### src/rtl/i2s_tx_serializer.sv
// rtl/i2s_tx_serializer.sv - Philips I2S stereo transmitter with one-pair double buffer
// Optional saturating underrun counter enabled by I2S_TX_UNDERRUN_CNT_EN.
module i2s_tx_serializer #(
    parameter int SAMPLE_W = 24,
    parameter int BCK_HALF = 4
) (
    input  logic                clk,
    input  logic                resetb,
    input  logic                ena,
    input  logic [SAMPLE_W-1:0] sample_left,
    input  logic [SAMPLE_W-1:0] sample_right,
    input  logic                sample_valid,
    output logic                sample_ready,
    output logic                amp_i2s_bck,
    output logic                amp_i2s_ws,
    output logic                amp_i2s_d0,
    output logic                underrun,
    input  logic                underrun_clr,
    output logic [7:0]          underrun_cnt
);

    localparam int DIV_W = (BCK_HALF > 1) ? $clog2(BCK_HALF) : 1;
    localparam logic [DIV_W-1:0] DIV_MAX = DIV_W'(BCK_HALF - 1);

    logic [DIV_W-1:0]    div_cnt;
    logic [5:0]          bit_cnt;
    logic [5:0]          bit_nxt;
    logic                pend_full;
    logic [SAMPLE_W-1:0] pend_l;
    logic [SAMPLE_W-1:0] pend_r;
    logic [SAMPLE_W-1:0] frame_l;
    logic [SAMPLE_W-1:0] frame_r;
    logic [SAMPLE_W-1:0] word;
    logic                fall;
    logic                wrap;
    logic                capture;
    logic                ur_event;
    logic                slot_bit;

    assign fall         = ena && (div_cnt == DIV_MAX) && amp_i2s_bck;
    assign wrap         = fall && (bit_cnt == 6'd63);
    assign bit_nxt      = bit_cnt + 6'd1;
    assign capture      = sample_valid && !pend_full;
    assign ur_event     = wrap && !pend_full;
    assign sample_ready = !pend_full;

    // Data bit for the slot entered at this fall; slot 0 and slots past the word stay 0.
    always_comb begin
        word     = bit_nxt[5] ? frame_r : frame_l;
        slot_bit = 1'b0;
        for (int i = 0; i < SAMPLE_W; i++) begin
            if (bit_nxt[4:0] == 5'(SAMPLE_W - i)) begin
                slot_bit = word[i];
            end
        end
    end

    always_ff @(posedge clk or negedge resetb) begin
        if (!resetb) begin
            pend_full <= 1'b0;
            pend_l    <= '0;
            pend_r    <= '0;
        end else if (capture) begin
            pend_full <= 1'b1;
            pend_l    <= sample_left;
            pend_r    <= sample_right;
        end else if (wrap) begin
            pend_full <= 1'b0;
        end
    end

    always_ff @(posedge clk or negedge resetb) begin
        if (!resetb) begin
            div_cnt     <= '0;
            amp_i2s_bck <= 1'b0;
            bit_cnt     <= 6'd0;
            amp_i2s_ws  <= 1'b0;
            amp_i2s_d0  <= 1'b0;
            frame_l     <= '0;
            frame_r     <= '0;
        end else if (!ena) begin
            div_cnt     <= '0;
            amp_i2s_bck <= 1'b0;
            bit_cnt     <= 6'd0;
            amp_i2s_ws  <= 1'b0;
            amp_i2s_d0  <= 1'b0;
            frame_l     <= '0;
            frame_r     <= '0;
        end else begin
            if (div_cnt == DIV_MAX) begin
                div_cnt     <= '0;
                amp_i2s_bck <= !amp_i2s_bck;
            end else begin
                div_cnt <= div_cnt + 1'b1;
            end
            if (fall) begin
                bit_cnt    <= bit_nxt;
                amp_i2s_ws <= bit_nxt[5];
                amp_i2s_d0 <= slot_bit;
            end
            // An empty buffer at the frame boundary plays silence.
            if (wrap) begin
                frame_l <= pend_full ? pend_l : '0;
                frame_r <= pend_full ? pend_r : '0;
            end
        end
    end

    always_ff @(posedge clk or negedge resetb) begin
        if (!resetb) begin
            underrun <= 1'b0;
        end else if (ur_event) begin
            underrun <= 1'b1;
        end else if (underrun_clr) begin
            underrun <= 1'b0;
        end
    end

`ifdef I2S_TX_UNDERRUN_CNT_EN
    logic [7:0] cnt_q;

    always_ff @(posedge clk or negedge resetb) begin
        if (!resetb) begin
            cnt_q <= 8'd0;
        end else if (ur_event) begin
            if (underrun_clr) begin
                cnt_q <= 8'd1;
            end else if (cnt_q != 8'hFF) begin
                cnt_q <= cnt_q + 8'd1;
            end
        end else if (underrun_clr) begin
            cnt_q <= 8'd0;
        end
    end

    assign underrun_cnt = cnt_q;
`else
    assign underrun_cnt = 8'h00;
`endif

endmodule

### config.mk
export PLATFORM = sky130hd
export DESIGN_NAME = i2s_tx_serializer
export DESIGN_NICKNAME = d
export VERILOG_FILES = /design/src/rtl/i2s_tx_serializer.sv
export SDC_FILE = /design/constraint.sdc
export NUM_CORES = 1
export LEC_CHECK = 0
export ABC_AREA = 1
export CAP_MARGIN = 5
export CELL_PAD_IN_SITES_DETAIL_PLACEMENT = 1
export CELL_PAD_IN_SITES_GLOBAL_PLACEMENT = 2
export CORE_ASPECT_RATIO = 0.7
export CORE_MARGIN = 4
export CORE_UTILIZATION = 36
export CTS_BUF_LIST = sky130_fd_sc_hd__clkbuf_16
export CTS_CLUSTER_DIAMETER = 150
export DETAILED_ROUTE_END_ITERATION = 16
export PLACE_DENSITY_LB_ADDON = 0.1
export SYNTH_ARGS = -nofsm -noshare
export SYNTH_HDL_FRONTEND = slang
export SYNTH_SLANG_ARGS = --single-unit
### constraint.sdc
create_clock -name clk -period 6.4 [get_ports clk]
set_input_delay 1.28 -clock clk [delete_from_list [all_inputs] [get_ports clk]]
set_output_delay 1.28 -clock clk [all_outputs]
set_load 0.05 [all_outputs]
Word level (Yosys, flattened, before mapping)
Cells that the tools add are included.

operators by class
  add/sub/neg operators = 2
  eq/ne operators = 29
  muxes and demuxes = 45
  reduce and logical (&&, ||, !) cells = 9

operators by type and width
  kind                                                  number
  2-to-1 mux 24 bit                                     7
  equality test 5 bit (second input constant)           9
  equality test 5 x 4 -> 1 bit (second input constant)  8
  2-to-1 mux 1 bit                                      34
  equality test 5 x 3 -> 1 bit (second input constant)  4
  2-to-1 mux 6 bit                                      2
  equality test 5 x 2 -> 1 bit (second input constant)  2
  adder 6 x 1 -> 6 bit (second input constant)          1
  equality test 6 bit (second input constant)           1
  != test 2 x 1 -> 1 bit (second input constant)        3
  equality test 5 x 1 -> 1 bit (second input constant)  1
  logical AND 1 bit                                     5
  2-to-1 mux 2 bit                                      2
  nonzero test 2 bit                                    2
  adder 2 x 1 -> 2 bit (second input constant)          1
  equality test 2 bit (second input constant)           1
  zero test 1 bit                                       2

storage, ports and cells
  register bits = 109
  bits of input ports = 53

Longest topological paths before layout
Gate-level depths: netlist of the first run.

  word-level depth = 28
  mapped depth = 37
  mapped depth without buffers = 37

Worst setup path before layout of the first run
No wires, ideal clock.

  path kind = input -> register
  start point = in ena
  end point = reg frame_l[0]
  library setup time = 0.083 ns
  arrival time = 3.066 ns
  path slack = 3.252 ns
  stages = 8
  path buffers = 2
  cells stage by stage = buf_2 -> inv_1 -> nor3_1 -> inv_1 -> nor3_1 -> nand2_1 -> clkbuf_1 -> o22ai_1

between the ends
  word-level cells in the longest chain between the ends = 4
  elaborated cells between the ends (all ways) = 5
  those cells by class = eq/ne: 1; mux: 1; reduce/logical: 3

ends and longest elaborated chain
  item                              line  text
  start: declaration                9     input logic ena,
  logical AND 1 bit (2 in a row)    40    assign fall = ena && (div_cnt == DIV_MAX) && amp_i2s_bck;
  logical AND 1 bit                 41    assign wrap = fall && (bit_cnt == 6'd63);
  != test 2 x 1 -> 1 bit (no line)  -
  end signal: assignment            103   frame_l <= pend_full ? pend_l : '0;
  end: declaration                  31    logic [SAMPLE_W-1:0] frame_l;

Parallel ways exist; a longest one is shown, timed or not.
A chain may end at the register's enable or synchronous reset.

Worst setup path after layout of the first run
  start point = in ena
  end point = reg frame_r[23]

between the ends
  word-level cells in the longest chain between the ends = 4
  elaborated cells between the ends (all ways) = 5
  those cells by class = eq/ne: 1; mux: 1; reduce/logical: 3

ends and longest elaborated chain
  item                              line  text
  logical AND 1 bit (2 in a row)    40
  logical AND 1 bit                 41
  != test 2 x 1 -> 1 bit (no line)  -
  end signal: assignment            104   frame_r <= pend_full ? pend_r : '0;
  end: declaration                  32    logic [SAMPLE_W-1:0] frame_r;

Parallel ways exist; a longest one is shown, timed or not.

==> results of run 1 <==
==> kinds of logic after synthesis <==
| kind of cell | after synthesis | share of synthesized area, % |
|---|---|---|
| AO/OA/AOI/OAI | 119 | 13.5 |
| adder cells (fa/ha/maj) | 6 | 1.49 |
| buffers and inverters | 134 | 11.1 |
| flip-flops | 108 | 53.7 |
| multiplexers | 13 | 2.91 |
| other | 1 | 0.0745 |
| AND/OR/NAND/NOR | 197 | 17.3 |
==> cell usage in the layout, fill, tap and decap left out, drive strengths merged <==
master,Yosys,layout
dfrtp,108,108
inv,99,103
nand2,80,80
nor2,62,62
clkdlybuf4s50,0,56
nand3,50,50
a21oi,40,40
o21ai,34,34
o22ai,27,27
mux2,13,13
o211ai,9,9
clkbuf,15,9
conb,1,8
ha,6,6
buf,20,5
nor3,4,4
a31oi,4,4
o2111ai,2,2
o21bai,1,1
nand4,1,1
a211oi,1,1
o31ai,1,1
bufinv,0,1
clkinvlp,0,1
clkinv,0,1
==> final cells by class <==
class,instances,area (sq um),share of cell area (%)
inverter,99,372,6.17
tap,185,231,3.84
clock buffer,9,225,3.74
sequential,108,2700,44.9
timing repair buffer,61,598,9.93
clock inverter,7,91.3,1.52
multi-input combinational,343,1800,29.9
==> registers in the layout, indices dropped and copies added (netlist names) <==
register,count
frame_l,24
frame_r,24
pend_r,24
amp_i2s_ws,1
div_cnt,2
pend_l,24
pend_full,1
amp_i2s_bck,1
amp_i2s_d0,1
bit_cnt,5
underrun,1
==> through the flow <==
stage | cell area, sq um | hold WS [ps] | std cells | worst slack, ps
final | 6020 | 451 | 812 | 2170
after global routing | 6020 | 467 | 812 | 1770
after CTS | 6020 | 455 | 812 | 2160
after detailed placement | 5710 | 444 | 796 | 1800
after global placement | 5710 | 431 | 796 | 2030
after floorplan | 5060 | 409 | 585 | 3250
==> worst reg2reg max path: cells and delay by family (launching register included) <==
kind	cells	cell delay, ps
simple gates	33	2670
flops	1	510
buf+inv	2	190
==> path summary, 6_finish.rpt <==
check / end / slack [ps] / depth (start not counted)
min in group asynchronous: pend_r[3] / 940 / 1
max: frame_r[23] / 2170 / 10
max reg2reg: amp_i2s_d0 / 2890 / 35
min reg2reg: div_cnt[0] / 450 / 1
max in group asynchronous: frame_l[11] / 4240 / 2
min: div_cnt[0] / 450 / 1
==> per-layer routing <==
metal,up-vias,track usage [%],share of wire (%)
met5,-,0,0
met4,0,3.14,0.78
met3,8,3.55,3.7
met2,65,26.9,44
met1,1902,26.4,52
li1,1938,-,-
==> power by group through the flow <==
stage,Combinational (mW),Clock [mW],Sequential (mW)
3_5_place_dp,0.217,0,0.842
6_report,0.213,0.584,0.827
2_1_floorplan,0.134,0,0.824
3_3_place_gp,0.206,0,0.835
5_1_grt,0.246,0.632,0.839
4_1_cts,0.218,0.600,0.828
==> summary.md, run 1 <==
| Metric | Value |
|---|---|
| Status | `completed` |
| Initial antenna violation count | `0` |
| Slew @ Worst Pin | `1140 ps` |
| Worst min path class | `reg2reg` |
| Fillers | `1589` |
| Initial Util | `37.6%` |
| Final HPWL DP | `9.65 mm` |
| Detailed Routing Iterations Pass 1 | `4` |
| Share of the synthesized area in the top cell type | `53.7%` |
| Yosys top cell by area | `dfrtp_1` |
| TritonCTS clock tree | `yes` |
| Top_reg_cell synth | `dfrtp_1` |
| Number of remaining DRC errors | `0` |
| Post-Synthesis Cells | `578` |
| Hold_buf cts | `0` |
| Syn Area/Cell | `8.71 sq um` |
| Post-CTS setup buffers | `0` |
| Worst vdd ir | `0.000146 V` |
| Max-slew headroom | `24.1%` |
| Largest net degree at the start of global routing | `85` |
| Clk pwr share | `36.0%` |
| Vias in the first global route | `4176` |
| Number of synthesized flops with an enable pin | `0` |
| Yosys warnings | `0` |
| Critical Path Source | `ena` |
| WL/cell | `16.1 um` |
| TritonCTS Sinks | `108` |
| Detailed router's first-iteration violation count | `186` |
| Post-route ant nets | `0` |
| CP Launch Type | `input pin` |
| Die Y | `107 um` |
| Worst reg2reg startpoint | `bit_cnt[0]` |
| Sequential group share of total power | `50.9%` |
| Ant diodes | `0` |
| Crit-path slowest cell | `nand2_1` |
| CP peak stage delay | `740 ps` |
| Leading cell types by count after synthesis | `dfrtp_1, inv_1, nand2_1` |
| Hold Crit Start | `div_cnt[0]` |
| Final Hold Fails | `0` |
| Placer Congestion | `0.848` |
| Final setup TNS | `0 ps` |
| Internal Pwr Total | `1.19 mW` |
| #FFs+latches synth | `108` |
| Crit path DAT | `4400 ps` |
| Register area share after synthesis | `53.7%` |
| Critical path's top delay family | `buffers and inverters` |
| Combinational power share | `13.1%` |
| Post-layout min period | `4230 ps` |
| Slew Limit Fails | `0` |
| Async SR Flop Fraction | `100%` |
| Total Wirelength | `13.1 mm` |
| Crit Path Class | `in2reg` |
| Worst-path maximum fanout | `27` |
| Total congestion overflow | `0` |
| Leakage | `2.85 nW` |
| First-pass GRT wire length | `22.7 mm` |
| Most frequent cell after synthesis | `dfrtp_1` |
| Max_cap viols | `0` |
| Final period utilization | `66.1%` |
| CTS buffer count | `9` |
| H-tree depth | `3` |
| Power Total | `1.62 mW` |
| IO Port Bufs | `57` |
| Clock Pin Slew Worst Setup and Hold Paths | `80 ps` |
| CORE AREA | `0.0134 sq mm` |
| WP buf/inv | `6` |
| Fmax | `0.236 GHz` |
| Final setup skew | `6.69 ps` |
| Chip width | `149 um` |
| CTS Root Cell | `clkbuf_16` |
| Rows | `35` |
| CP cell instances | `clkdlybuf4s50_1 -> buf_4 -> inv_1 -> nor3_1 -> inv_1 -> nor3_1 -> buf_4 -> inv_2 -> nand2_1 -> o22ai_1` |
| GRT Total Usage | `17.7%` |
| Via count | `3913` |
| Final Util | `44.9%` |
| Layout net count | `681` |
| Worst-Skew Late Latency | `340 ps` |
| Synth top area cells | `dfrtp_1, inv_1, nand2_1` |
| Unrepaired setup endpoints after global routing | `false` |
| Cell area power density | `270 mW/mm^2` |
| Resize count post-CTS | `0` |
| Crit. End Element | `register` |
| Sw Ratio | `26.9%` |
| Via density | `4.82` |
| Clock buffer depth | `2` |
| Synthesized cell area | `0.00503 sq mm` |
| Switching Power | `0.436 mW` |
| I/O pin cnt | `66` |
| Die area | `0.0160 sq mm` |
| Setup Viol. Count Final | `0` |
| Unique masters post-synth | `32` |
| Worst Path Required | `6570 ps` |
| Proportion of layout cells with a drive suffix above 1 | `8.93%` |
| Area grow syn2layout | `19.7%` |
Note: power is estimated with default switching activity, not from simulation.
==> run 2: changes to the inputs <==
--- a/config.mk
+++ b/config.mk
@@ -11,7 +11,7 @@
 export CELL_PAD_IN_SITES_GLOBAL_PLACEMENT = 2
 export CORE_ASPECT_RATIO = 0.7
 export CORE_MARGIN = 4
-export CORE_UTILIZATION = 36
+export CORE_UTILIZATION = 33
 export CTS_BUF_LIST = sky130_fd_sc_hd__clkbuf_16
 export CTS_CLUSTER_DIAMETER = 150
 export DETAILED_ROUTE_END_ITERATION = 16
==> constraint.sdc (replaced) <==
create_clock -name clk -period 4 [get_ports clk]
set_input_delay 0.8 -clock clk [delete_from_list [all_inputs] [get_ports clk]]
set_output_delay 0.8 -clock clk [all_outputs]
set_load 0.05 [all_outputs]
==> run 2 against run 1 <==
Wire length grew 4.2%. Die area grew 8.5%. Total power grew 54%. Via count grew 2.9%. Critical endpoint is now amp_i2s_d0.
==> summary.md, run 2 (synthesis gave the netlist of run 1 again) <==
| Metric | Value |
|---|---|
| Rows | `37` |
| Internal Pwr Total | `1.83 mW` |
| Proportion of layout cells with a drive suffix above 1 | `9.34%` |
| Via density | `4.87` |
| Resize count post-CTS | `0` |
| Hold WS | `436 ps` |
| Worst-path maximum fanout | `31` |
| Worst Hold Depth | `1` |
| Post-CTS setup buffers | `0` |
| R2r setup slk | `820 ps` |
| Area grow syn2layout | `20.1%` |
| Commonest non-fill, non-tap cell in the layout | `dfrtp_1` |
| Final setup TNS | `0 ps` |
| Clock Pin Slew Worst Setup and Hold Paths | `80 ps` |
| Clk pwr share | `34.0%` |
| CTS buffer count | `9` |
| Met1 usage | `24.6%` |
| Final setup skew | `10.3 ps` |
| GR peak layer | `met2` |
| Status | `completed` |
| Crit path DAT | `3440 ps` |
| Reg area | `0.00270 sq mm` |
| Worst reg2reg startpoint | `bit_cnt[0]` |
| Via count | `4027` |
| Number of remaining DRC errors | `0` |
| TritonCTS Sinks | `108` |
| Clock buffer depth | `2` |
| Vias in the first global route | `4306` |
| Switching Power | `0.681 mW` |
| Crit-path slowest cell | `dfrtp_1` |
| Total congestion overflow | `0` |
| Fmax | `0.314 GHz` |
| Die area | `0.0173 sq mm` |
| GR Layer Usage met3 | `3.65%` |
| Initial Util | `34.0%` |
| Setup Viol. Count Final | `0` |
| CP peak stage delay | `490 ps` |
| Max_cap viols | `0` |
| Post-layout min period | `3180 ps` |
| Max-slew headroom | `47.5%` |
| TritonCTS clock tree | `yes` |
| Cell area power density | `415 mW/mm^2` |
| Unrepaired setup endpoints after global routing | `false` |
| Die Y | `111 um` |
| Global Route met2 Usage | `25.0%` |
| Sw Ratio | `27.1%` |
| IO Port Bufs | `57` |
| WHS Endpoint | `div_cnt[0]` |
| Post-route ant nets | `0` |
| Detailed Routing Iterations Pass 1 | `4` |
| Slew Limit Fails | `0` |
| Most frequent cells in the layout | `dfrtp_1, inv_1, nand2_1` |
| CTS Root Cell | `clkbuf_16` |
| Worst vdd ir | `0.000167 V` |
| Worst min path class | `reg2reg` |
| Worst Path Required | `4260 ps` |
| Largest net degree at the start of global routing | `57` |
| GRT Total Usage | `16.7%` |
| WL/cell | `16.5 um` |
| Worst-Skew Late Latency | `360 ps` |
| Final Hold Fails | `0` |
| Critical Path Source | `bit_cnt[0]` |
| Placer Congestion | `0.837` |
| Hold_buf cts | `0` |
| Hold Crit Start | `div_cnt[0]` |
| RR Endpoint | `amp_i2s_d0` |
| Sequential group share of total power | `52.6%` |
| Slew @ Worst Pin | `785 ps` |
| Fillers | `1736` |
| H-tree depth | `3` |
| R2R cell count | `35` |
| Most used cell, CP | `nand2_1` |
| CORE AREA | `0.0148 sq mm` |
| First-pass GRT wire length | `23.1 mm` |
| Detailed router's first-iteration violation count | `198` |
| Total Wirelength | `13.6 mm` |
| Final HPWL DP | `10.2 mm` |
| Layout net count | `686` |
| Crit. End Element | `register` |
| I/O pin cnt | `66` |
| Initial antenna violation count | `0` |
| CP Launch Type | `register` |
| Combinational power share | `13.4%` |
| Final period utilization | `79.5%` |
| Chip width | `156 um` |
| Ant diodes | `0` |
| Leakage | `2.86 nW` |
| Crit Path Class | `reg2reg` |
| Area of the multi-input gates | `0.00180 sq mm` |
[run 2: worst max path at each step]
stage	end	slack (ps)	depth (start not counted)
3_5_place_dp	amp_i2s_d0	830	35
4_1_cts	amp_i2s_d0	810	35
3_3_place_gp	amp_i2s_d0	900	33
6_report	amp_i2s_d0	820	35
5_1_grt	amp_i2s_d0	380	35
2_1_floorplan	frame_l[0]	1330	8
[run 2: power groups by stage]
stage	clock (mW)	sequential, mW	combinational [mW]
floorplan	0	1.32	0.214
global placement	0	1.33	0.330
detailed placement	0	1.34	0.346
CTS	0.882	1.32	0.347
global route	0.931	1.34	0.390
finish	0.852	1.32	0.337
[run 2: stage by stage]
| stage | cells | setup WS, ps | total power [mW] | area [sq um] | utilization [%] |
|---|---|---|---|---|---|
| after CTS | 827 | 807 | 2.55 | 6050 | 40.8 |
| after global placement | 811 | 901 | 1.66 | 5770 | 38.9 |
| final | 827 | 818 | 2.51 | 6050 | 40.8 |
| after floorplan | 585 | 1330 | 1.53 | 5060 | - |
| after global routing | 827 | 380 | 2.66 | 6050 | 40.8 |
| after detailed placement | 811 | 834 | 1.69 | 5770 | 38.9 |
[run 2: routing by layer]
layer | part of all wire, % | routed length [um] | vias to the layer above
li1 | - | - | 1951
met1 | 52 | 7050 | 1989
met2 | 43 | 5920 | 73
met3 | 3.7 | 508 | 14
met4 | 1.2 | 162 | 0
met5 | 0 | 0 | -
[run 2: layout make-up]
class	count	area share, %
timing repair buffer	66	10.7
inverter	99	6.15
clock inverter	7	0.849
sequential	108	44.7
tap	195	4.04
clock buffer	9	3.73
multi-input combinational	343	29.8
[run 2: critical path: cells and delay by family, from the launching register on]
| kind | cells | cell delay [ps] |
|---|---|---|
| buffers and inverters | 2 | 180 |
| flip-flops | 1 | 490 |
| AND/OR/NAND/NOR | 33 | 2390 |
